**config.mk**
```make
export PLATFORM = sky130hd
export DESIGN_NAME = simd_host_ctrl
export DESIGN_NICKNAME = d
export VERILOG_FILES = /design/src/rtl/simd_pkg.sv /design/src/rtl/simd_skid_buf.sv /design/src/rtl/simd_host_ctrl.sv
export SDC_FILE = /design/constraint.sdc
export NUM_CORES = 1
export LEC_CHECK = 0
export BUFFER_PORTS_ARGS = -buffer_cell sky130_fd_sc_hd__buf_2
export CAP_MARGIN = 20
export CORE_AREA = 5 5 286 288
export CTS_CLUSTER_SIZE = 8
export DETAILED_ROUTE_END_ITERATION = 10
export DIE_AREA = 0 0 291 293
export GPL_TIMING_DRIVEN = 0
export PLACE_DENSITY = 0.6
export RECOVER_POWER = 100
export SYNTH_ARGS = -nofsm -noshare
export SYNTH_HDL_FRONTEND = slang
export SYNTH_SLANG_ARGS = --single-unit
```
**constraint.sdc**
```tcl
create_clock -name clk -period 3.8 [get_ports clk]
set_input_delay 0.76 -clock clk [delete_from_list [all_inputs] [get_ports clk]]
set_output_delay 0.76 -clock clk [all_outputs]
set_load 0.02 [all_outputs]
```
**src/rtl/simd_pkg.sv**
```systemverilog
// simd_pkg: types shared by the SIMD host controller, its skid buffer and the PE
package simd_pkg;
    localparam int VEC_LANES = 4;
    localparam int LANE_W = 32;
    typedef logic [VEC_LANES-1:0][LANE_W-1:0] vec_t;
    typedef enum logic [2:0] {IDLE, LOAD_I, LOAD_A, LOAD_B, START, RUN, DRAIN, DONE} host_state_t;
    typedef enum logic [3:0] {NOOP, ADD, SUB, MUL, MAC, STORE, FETCH_A, FETCH_B} pe_op_t;
endpackage

```
**src/rtl/simd_skid_buf.sv**
```systemverilog
// simd_skid_buf: 2-entry valid/ready buffer absorbing the result RAM read latency
module simd_skid_buf #(
    parameter int W = 128
) (
    input  logic         clk,
    input  logic         rst,
    input  logic         in_valid,
    input  logic [W-1:0] in_data,
    output logic         out_valid,
    input  logic         out_ready,
    output logic [W-1:0] out_data,
    output logic [1:0]   count
);
    logic [W-1:0] mem [2];
    logic wp, rp, pop;
    assign out_valid = count != 2'd0;
    assign pop = out_valid && out_ready;
    assign out_data = mem[rp];
    // storage is only written on a push; the caller never pushes into a full buffer
    always_ff @(posedge clk) begin
        if (in_valid) mem[wp] <= in_data;
    end
    // pointers and occupancy; reset discards anything buffered
    always_ff @(posedge clk) begin
        if (rst) begin
            wp <= 1'b0;
            rp <= 1'b0;
            count <= 2'd0;
        end else begin
            wp <= wp ^ in_valid;
            rp <= rp ^ pop;
            count <= count + {1'b0, in_valid} - {1'b0, pop};
        end
    end
endmodule

```
**src/rtl/simd_host_ctrl.sv**
```systemverilog
// simd_host_ctrl: load/start/run/drain sequencer for the SIMD PE (optional RUN watchdog: SIMD_RUN_TIMEOUT_EN)
module simd_host_ctrl
    import simd_pkg::*;
#(
    parameter int PC_WIDTH = 12,
    parameter int INST_LEN = 12,
    parameter int DATA_WIDTH = 32,
    parameter int PE_ELEMENTS = 4,
    parameter int DRAM_DEPTH = 256,
    parameter int TIMEOUT_CYCLES = 4096,
    localparam int DRAM_ADDR_WIDTH = $clog2(DRAM_DEPTH)
) (
    input  logic                                   clk,
    input  logic                                   rst,
    input  logic                                   cfg_valid,
    output logic                                   cfg_ready,
    input  logic [PC_WIDTH:0]                      cfg_inst_count,
    input  logic [DRAM_ADDR_WIDTH:0]               cfg_vec_count,
    input  logic [DRAM_ADDR_WIDTH:0]               cfg_res_count,
    input  logic                                   in_valid,
    output logic                                   in_ready,
    input  logic [PE_ELEMENTS*DATA_WIDTH-1:0]      in_data,
    output logic                                   inst_wr_en,
    output logic [PC_WIDTH-1:0]                    inst_wr_addr,
    output logic [INST_LEN-1:0]                    inst_wr_data,
    output logic                                   ram_a_wr_en,
    output logic [DRAM_ADDR_WIDTH-1:0]             ram_a_wr_addr,
    output logic [PE_ELEMENTS-1:0][DATA_WIDTH-1:0] ram_a_wr_data,
    output logic                                   ram_b_wr_en,
    output logic [DRAM_ADDR_WIDTH-1:0]             ram_b_wr_addr,
    output logic [PE_ELEMENTS-1:0][DATA_WIDTH-1:0] ram_b_wr_data,
    output logic                                   pe_valid,
    input  logic                                   pe_stop,
    output logic                                   ram_result_rd_en,
    output logic [DRAM_ADDR_WIDTH-1:0]             ram_result_read_addr,
    input  logic [PE_ELEMENTS-1:0][DATA_WIDTH-1:0] ram_result_read_data,
    output logic                                   out_valid,
    input  logic                                   out_ready,
    output logic [PE_ELEMENTS*DATA_WIDTH-1:0]      out_data,
    output logic                                   out_last,
    output logic                                   busy,
    output logic                                   done,
    output logic                                   err
);
    localparam int CW = (PC_WIDTH > DRAM_ADDR_WIDTH ? PC_WIDTH : DRAM_ADDR_WIDTH) + 1;
    localparam logic [CW-1:0] IMAX = CW'(2 ** PC_WIDTH);
    localparam logic [CW-1:0] DMAX = CW'(DRAM_DEPTH);
    host_state_t state, next;
    logic [CW-1:0] ci, cv, cr, idx, oidx, sat_i, sat_v, sat_r, cur_n;
    logic [CW-2:0] wa;
    logic [PE_ELEMENTS*DATA_WIDTH-1:0] wd;
    logic accept, in_fire, last_beat, rd_go, pend, pop;
    logic [1:0] sb_count;
    assign sat_i = (CW'(cfg_inst_count) > IMAX) ? IMAX : CW'(cfg_inst_count);
    assign sat_v = (CW'(cfg_vec_count) > DMAX) ? DMAX : CW'(cfg_vec_count);
    assign sat_r = (CW'(cfg_res_count) > DMAX) ? DMAX : CW'(cfg_res_count);
    assign cfg_ready = state == IDLE;
    assign busy = state != IDLE;
    assign done = state == DONE;
    assign accept = cfg_valid && cfg_ready;
    assign in_ready = state inside {LOAD_I, LOAD_A, LOAD_B};
    assign in_fire = in_valid && in_ready;
    assign cur_n = (state == LOAD_I) ? ci : cv;
    assign last_beat = idx == cur_n - 1'b1;
    assign pop = out_valid && out_ready;
    assign rd_go = state == DRAIN && idx < cr && ({1'b0, sb_count} + {2'b0, pend} <= {2'b0, pop} + 3'd1);
    assign ram_result_rd_en = rd_go;
    assign ram_result_read_addr = idx[DRAM_ADDR_WIDTH-1:0];
    assign out_last = out_valid && oidx == cr - 1'b1;
    assign inst_wr_addr = wa[PC_WIDTH-1:0];
    assign inst_wr_data = wd[INST_LEN-1:0];
    assign ram_a_wr_addr = wa[DRAM_ADDR_WIDTH-1:0];
    assign ram_b_wr_addr = wa[DRAM_ADDR_WIDTH-1:0];
    assign ram_a_wr_data = wd;
    assign ram_b_wr_data = wd;
`ifdef SIMD_RUN_TIMEOUT_EN
    localparam int TW = $clog2(TIMEOUT_CYCLES) + 1;
    localparam logic [TW-1:0] TMAX = TW'(TIMEOUT_CYCLES - 1);
    logic [TW-1:0] tc;
    logic err_q;
    assign err = err_q;
    // RUN watchdog; err is sticky until the next job is accepted
    always_ff @(posedge clk) begin
        if (rst) begin
            tc <= '0;
            err_q <= 1'b0;
        end else begin
            tc <= (state == RUN) ? tc + 1'b1 : '0;
            if (accept) err_q <= 1'b0;
            else if (state == RUN && !pe_stop && tc == TMAX) err_q <= 1'b1;
        end
    end
`else
    assign err = TIMEOUT_CYCLES < 0;
`endif
    // next state: zero-count load phases are skipped, pe_stop only matters in RUN
    always_comb begin
        next = state;
        case (state)
            IDLE:    if (accept) next = (sat_i != '0) ? LOAD_I : (sat_v != '0) ? LOAD_A : START;
            LOAD_I:  if (in_fire && last_beat) next = (cv != '0) ? LOAD_A : START;
            LOAD_A:  if (in_fire && last_beat) next = LOAD_B;
            LOAD_B:  if (in_fire && last_beat) next = START;
            START:   next = RUN;
            RUN: begin
                if (pe_stop) next = (cr != '0) ? DRAIN : DONE;
`ifdef SIMD_RUN_TIMEOUT_EN
                else if (tc == TMAX) next = DONE;
`endif
            end
            DRAIN:   if (pop && out_last) next = DONE;
            DONE:    next = IDLE;
            default: next = IDLE;
        endcase
    end
    // state register
    always_ff @(posedge clk) begin
        state <= rst ? IDLE : next;
    end
    // job counts and beat/read/output indices; idx restarts at every phase change
    always_ff @(posedge clk) begin
        if (rst) begin
            ci <= '0;
            cv <= '0;
            cr <= '0;
            idx <= '0;
            oidx <= '0;
        end else begin
            if (accept) begin
                ci <= sat_i;
                cv <= sat_v;
                cr <= sat_r;
            end
            idx <= (state != next) ? '0 : idx + CW'(in_fire) + CW'(rd_go);
            oidx <= (state == DRAIN) ? oidx + CW'(pop) : '0;
        end
    end
    // registered strobes: writes one cycle after beat acceptance, pe_valid one cycle after START
    always_ff @(posedge clk) begin
        if (rst) begin
            inst_wr_en <= 1'b0;
            ram_a_wr_en <= 1'b0;
            ram_b_wr_en <= 1'b0;
            wa <= '0;
            wd <= '0;
            pe_valid <= 1'b0;
            pend <= 1'b0;
        end else begin
            inst_wr_en <= in_fire && state == LOAD_I;
            ram_a_wr_en <= in_fire && state == LOAD_A;
            ram_b_wr_en <= in_fire && state == LOAD_B;
            wa <= idx[CW-2:0];
            wd <= in_fire ? in_data : wd;
            pe_valid <= state == START;
            pend <= rd_go;
        end
    end
    simd_skid_buf #(.W(PE_ELEMENTS*DATA_WIDTH)) u_skid (
        .clk(clk),
        .rst(rst),
        .in_valid(pend),
        .in_data(ram_result_read_data),
        .out_valid(out_valid),
        .out_ready(out_ready),
        .out_data(out_data),
        .count(sb_count)
    );
endmodule
```
== Word-level counts from Yosys, hierarchy flattened ==
Memories as Yosys holds them, arrays and structs flattened. A register that Yosys moved wholly into a read port is not among the register bits.
Cells that the tools add are included.
Word-level totals
  input port bits: 293
  logic and storage cells: 83
  memories kept: 1
  RAM bits: 256
  output and inout port bits: 444
  bits in registers: 217
Cells by class
  muxes and demuxes: 18
  eq/ne operators: 10
  reductions and logical operators: 21
  order comparisons: 5
  add/sub/neg operators: 9
  bitwise logic cells: 3
Memory list
  u_skid.mem: depth 2, bits a word 128, rd ports 1, clocked after Yosys merged registers in 1, write ports 1, RTL line simd_skid_buf.sv:14  | logic [W-1:0] mem [2];
Operators with widths (count)
  $reduce_bool A13 Y1: 4
  $add A13 B1 Y13: 3
  $mux W3: 9
  $eq A13 B13 Y1: 2
  $mux W13: 2
  $sub A13 B1 Y13 const B: 2
  $pmux W3 S8: 1
  $gt A9 B9 Y1 const B: 2
  $mux W9: 2
  $gt A13 B13 Y1 const B: 1
  $lt A13 B13 Y1: 1
  $eq A3 B3 Y1 const B: 4
  $logic_and A1 B1 Y1: 11
  $eq A3 B2 Y1 const B: 2
  $reduce_bool A3 Y1: 2
  $mux W1: 4
  $reduce_or A2 Y1: 2
  $add A2 B1 Y3: 1
  $eq A3 B1 Y1 const B: 1
  $le A3 B2 Y1: 1
  $logic_not A3 Y1: 1
  $ne A3 B3 Y1: 1
  $add A1 B1 Y2 const B: 1
  $add A2 B1 Y2: 1
  other kinds (4): 5

== Longest topological paths before layout ==
  word-level depth: 9
  mapped depth: 18
  gate-level depth less buffers: 18

== Hierarchy ==
A second synthesis with hierarchy kept.
Unflattened totals
  cell total of the unflattened synthesis: 1684
  area, all modules: 19593.8 um^2
Modules (own cells, without submodules)
  simd_host_ctrl: instances 1, cells each 1266, seq. area each 4103.9 um^2, area an instance 10151.0 um^2
  simd_skid_buf: instances 1, cells each 418, seq. area each 7767.4 um^2, area an instance 9442.8 um^2

== Least setup slack after synthesis ==
OpenSTA, ideal clock, no wires.
  kind: register to register
  from: register pend
  to: memory u_skid.mem[0][0] (enable)
  period minus slack after synthesis: 3.893 ns
  data arrival time: 3.390 ns
  required time: 3.297 ns
  cell stages (with the launch flop): 2
  setup slack: -0.093 ns
  library setup time: 0.503 ns
  cells stage by stage: dfxtp_1 -> ha_1
On the way
  cells in the longest elaborated chain, start to end: 2
RTL lines
  from (decl): RTL line simd_host_ctrl.sv:52  | logic accept, in_fire, last_beat, rd_go, pend, pop;
  from (signal assigned): RTL line simd_host_ctrl.sv:155  | pend <= rd_go;
  $mux W1: RTL line simd_skid_buf.sv:21  | if (in_valid) mem[wp] <= in_data;
  $mux W1 (implied by the code): RTL line simd_skid_buf.sv:21
  to (decl): RTL line simd_skid_buf.sv:14
Every way passes these cells.

== Worst setup path after layout ==
  from: register cr[0]
  to: output out_last
On the way
  cells in the longest elaborated chain, start to end: 3
RTL lines
  from (decl): RTL line simd_host_ctrl.sv:49  | logic [CW-1:0] ci, cv, cr, idx, oidx, sat_i, sat_v, sat_r, cur_n;
  from (signal assigned): RTL line simd_host_ctrl.sv:132  | cr <= sat_r;
  $sub A13 B1 Y13: RTL line simd_host_ctrl.sv:69  | assign out_last = out_valid && oidx == cr - 1'b1;
  $eq A13 B13 Y1: RTL line simd_host_ctrl.sv:69
  $logic_and A1 B1 Y1: RTL line simd_host_ctrl.sv:69
  to (decl): RTL line simd_host_ctrl.sv:40  | output logic out_last,
Every way passes these cells.

==> out/qor.yml <==
routing:
  via_count: 15400
  metal1_wirelength_um: 29800
  dr_wl_met2_um: 35000
  routed_via_density: 4.31
  dr.first_iter.drc_count: 683
  route.detailed.drc: 0
  post_drt_wl_per_cell_um: 20.8
  wirelength_um: 74300
  ant_nets: 0
  wl_met3_um: 7020
  first_pass_iters: 5
  dr.max_layer_used: "met5"
layout:
  layout_commonest_cell: "clkbuf_1"
  most_frequent_cells_in_the_layout: "526 x clkbuf_1, 281 x nand2_1, 275 x buf_2"
  fin_area_um2: 26100
  layoutNonFillerInstCount: 3571
  finalCoreUtilization_pct: 33.2
  final_layout_size_suffix_gt1_share_pct: 29.2
  area.growth.synth_to_final_pct: 34.5
  finish.net_count: 2801
clocking:
  clk_pin_slew_ns: 0.05
  insertion_delay_ns: 0.60
  clock_path_buffers: 3
  cts.htree.levels: 3
  cts_tree: "yes"
  numCtsBuffers: 68
  numClockSinks: 465
  clock-root-buffer: "clkbuf_16"
timing:
  timing.final.crit_share_pct: 96.2
  rsz_0062_raised_after_global_routing: "true"
  relSlewSlack_pct: -33.2
  maxSlewViolCount: 96
  clock_tree_skew_after_final_layout_ns: 0.0324
  hold_violations: 0
  maxClockFrequency_ghz: 0.274
  period_needed_ns: 3.66
  setup_violations: 0
  pin_slew_with_the_least_headroom_to_its_limit_ns: 2.00
  finalWorstSetupSlack_ns: 0.144
placement:
  post-dp-hpwl_um: 59500
  dp_cells: 3456
  portBuffers: 733
  worst_case_setup_slack_after_placement_ns: -0.786
  detailed_place.area_um2: 24500
  place.gp.congestion: 0.914
floorplanning:
  die_x_um: 291
  start_util_pct: 24.7
  placeableCoreArea_um2: 78600
  die_height_um: 293
  fp.dieArea_um2: 85300
  io-pin-count: 737
  placement_rows: 103
synthesis:
  async_reset_ff_share_pct: 0
  postSynthAreaPerCell_um2: 11.6
  yosys_warnings: 0
  synth.net_count: 1984
  seq_area_frac_synth_pct: 61.2
  syn_area_um2: 19400
  netlist-cell-type-count: 58
  yosys_most_used_dff: "edfxtp_1"
  ys_ff_latch: 465
  netlist_instances: 1669
  count_of_flip_flops_with_a_built_in_enable_after_synthesis: 256
status:
  status: "complete, but fails checks"
  violations_in_the_final_reports: "capacitance limit, slew limit"
setup_path:
  cp_data_required_time_ns: 3.04
  worstPathArrival_ns: 2.90
  max_stage_delay_ns: 0.44
  worst_path_fanout_max: 6
  path_cells: "inv_1, ha_1, nand2b_2, nor3_1, or3_1, a211o_1, a2111oi_4, clkbuf_2"
  critical_path.startpoint_type: "flop"
  path_delay_family: "compound AO/OA/AOI/OAI gates"
  element_type_at_the_critical_path_end: "output port"
  worstPathBufferInverterCount: 2
  cpMaxStageDelayCell: "a2111oi_4"
  criticalPathCategory: "flop to output port"
pwr:
  total_power_w: 0.0133
  max-vdd-ir-drop_mv: 0.256
  pwr_density_cell_nw_per_um2: 511
  leakage_nw: 9.71
job:
  max-cap-violations: 2
global_routing:
  grt_start_max_net_pins: 58
  track_usage_pct: 16.4
  grt.overflow.total: 0
  global_route_wire_length_before_repair_um: 105000
  number_of_antenna_violations_at_the_first_check_in_global_routing: 6
  grt_pass1_vias: 15300
min_path:
  min-delay-path-class: "input port to flop"
==> layer usage <==
layer	vias to the layer above	global-route usage (%)
met1	7318	20.0
li1	7275	-
met3	113	5.98
met4	2	5.96
met2	699	26.9
met5	-	0
==> path summary, 6_finish.rpt <==
check / start / cells past startpoint / slack [ns] / endpoint
setup / recovery: cr[0] / 8 / 0.14 / out_last
hold / removal: ram_result_read_data[52] / 1 / 0.34 / u_skid.mem[0][52]
setup reg to reg: state[2] / 15 / 0.23 / idx[9]
hold reg to reg: ci[12] / 2 / 0.46 / ci[12]
==> cell usage after synthesis, types with 2 or more instances <==
cell type	n	area (um^2)
o31a_1	3	26.3
xnor2_1	30	263
nor4_2	10	125
nor2b_1	13	81.3
or4_1	9	67.6
nand2b_1	5	31.3
and2_1	3	18.8
a21oi_1	157	786
clkbuf_1	73	274
and3_1	7	43.8
or2_2	6	37.5
dfxtp_1	209	4180
buf_1	8	30.0
nand2_1	282	1060
mux2i_1	12	120
nand4_1	5	31.3
inv_1	29	109
ha_1	20	250
xor2_1	28	245
a21o_1	5	37.5
nand3_1	13	65.1
a22oi_1	13	97.6
nor4_1	14	87.6
buf_2	4	20.0
nor3_1	16	80.1
nor4bb_1	2	20.0
buf_4	166	1250
nor3b_1	18	135
nand3b_1	3	22.5
and4_1	2	17.5
edfxtp_1	256	7690
o21ai_1	2	10.0
or3_1	6	37.5
nor4b_1	3	26.3
a31oi_1	3	18.8
o211ai_1	2	15.0
nor2_1	73	274
fa_1	2	40.0
o21ai_0	10	50.1
mux2_2	129	1450
==> area by class of cell <==
type	instances	area (um^2)
diodes	3	7.51
plain buffers	252	1580
clock buffers	96	1850
clock inverters	6	146
fillers	8220	52500
inverters	29	111
multi-input cells	923	5950
flip-flops and latches	465	11900
well taps	1050	1310
repair buffers	747	3270
==> power breakdown <==
part           internal [W]  switching, W  leakage, nW
Combinational      0.000785       0.00133         4.76
Clock               0.00339       0.00227        0.955
Sequential          0.00542      0.000142         4.00
Total               0.00959       0.00374         9.71
==> logic make-up (layout without fill, tap and decap cells) <==
kind of cell	count (synthesis)	in the layout	synth area share, %
and+or+nand+nor	494	494	11.9
other	1	4	0.0193
xor gates and xnor gates	58	58	2.62
DFF	465	465	61.2
AOI/OAI and AO/OA	207	207	6.00
buffers and inverters	281	1130	8.71
adders and majority gates	22	22	1.50
muxes	141	141	8.11
==> flip-flops by register name, indices dropped and copies added (netlist names), 3 cells and up <==
signal / count
state: 3
cr: 9
inst_wr_addr: 12
ci: 13
oidx: 13
ram_a_wr_data: 128
idx: 13
cv: 9
u_skid.mem: 256
==> what timing repair did <==
action                     CTS  global route
buffers inserted             3             7
gates resized for setup     15            23
pin swaps                    2            12
hold buffers                 0             0
setup endpoints to repair   14            16
==> stage by stage <==
| stage | setup TNS, ns | hold slack, ns |
|---|---|---|
| after detailed placement | -7.24 | 0.452 |
| final | 0 | 0.340 |
| after global routing | -0.0357 | 0.291 |
| after floorplan | -23.86 | 0.431 |
| after global placement | -487.84 | 0.446 |
| after CTS | 0 | 0.274 |
Power figures use the tool's default switching activity.
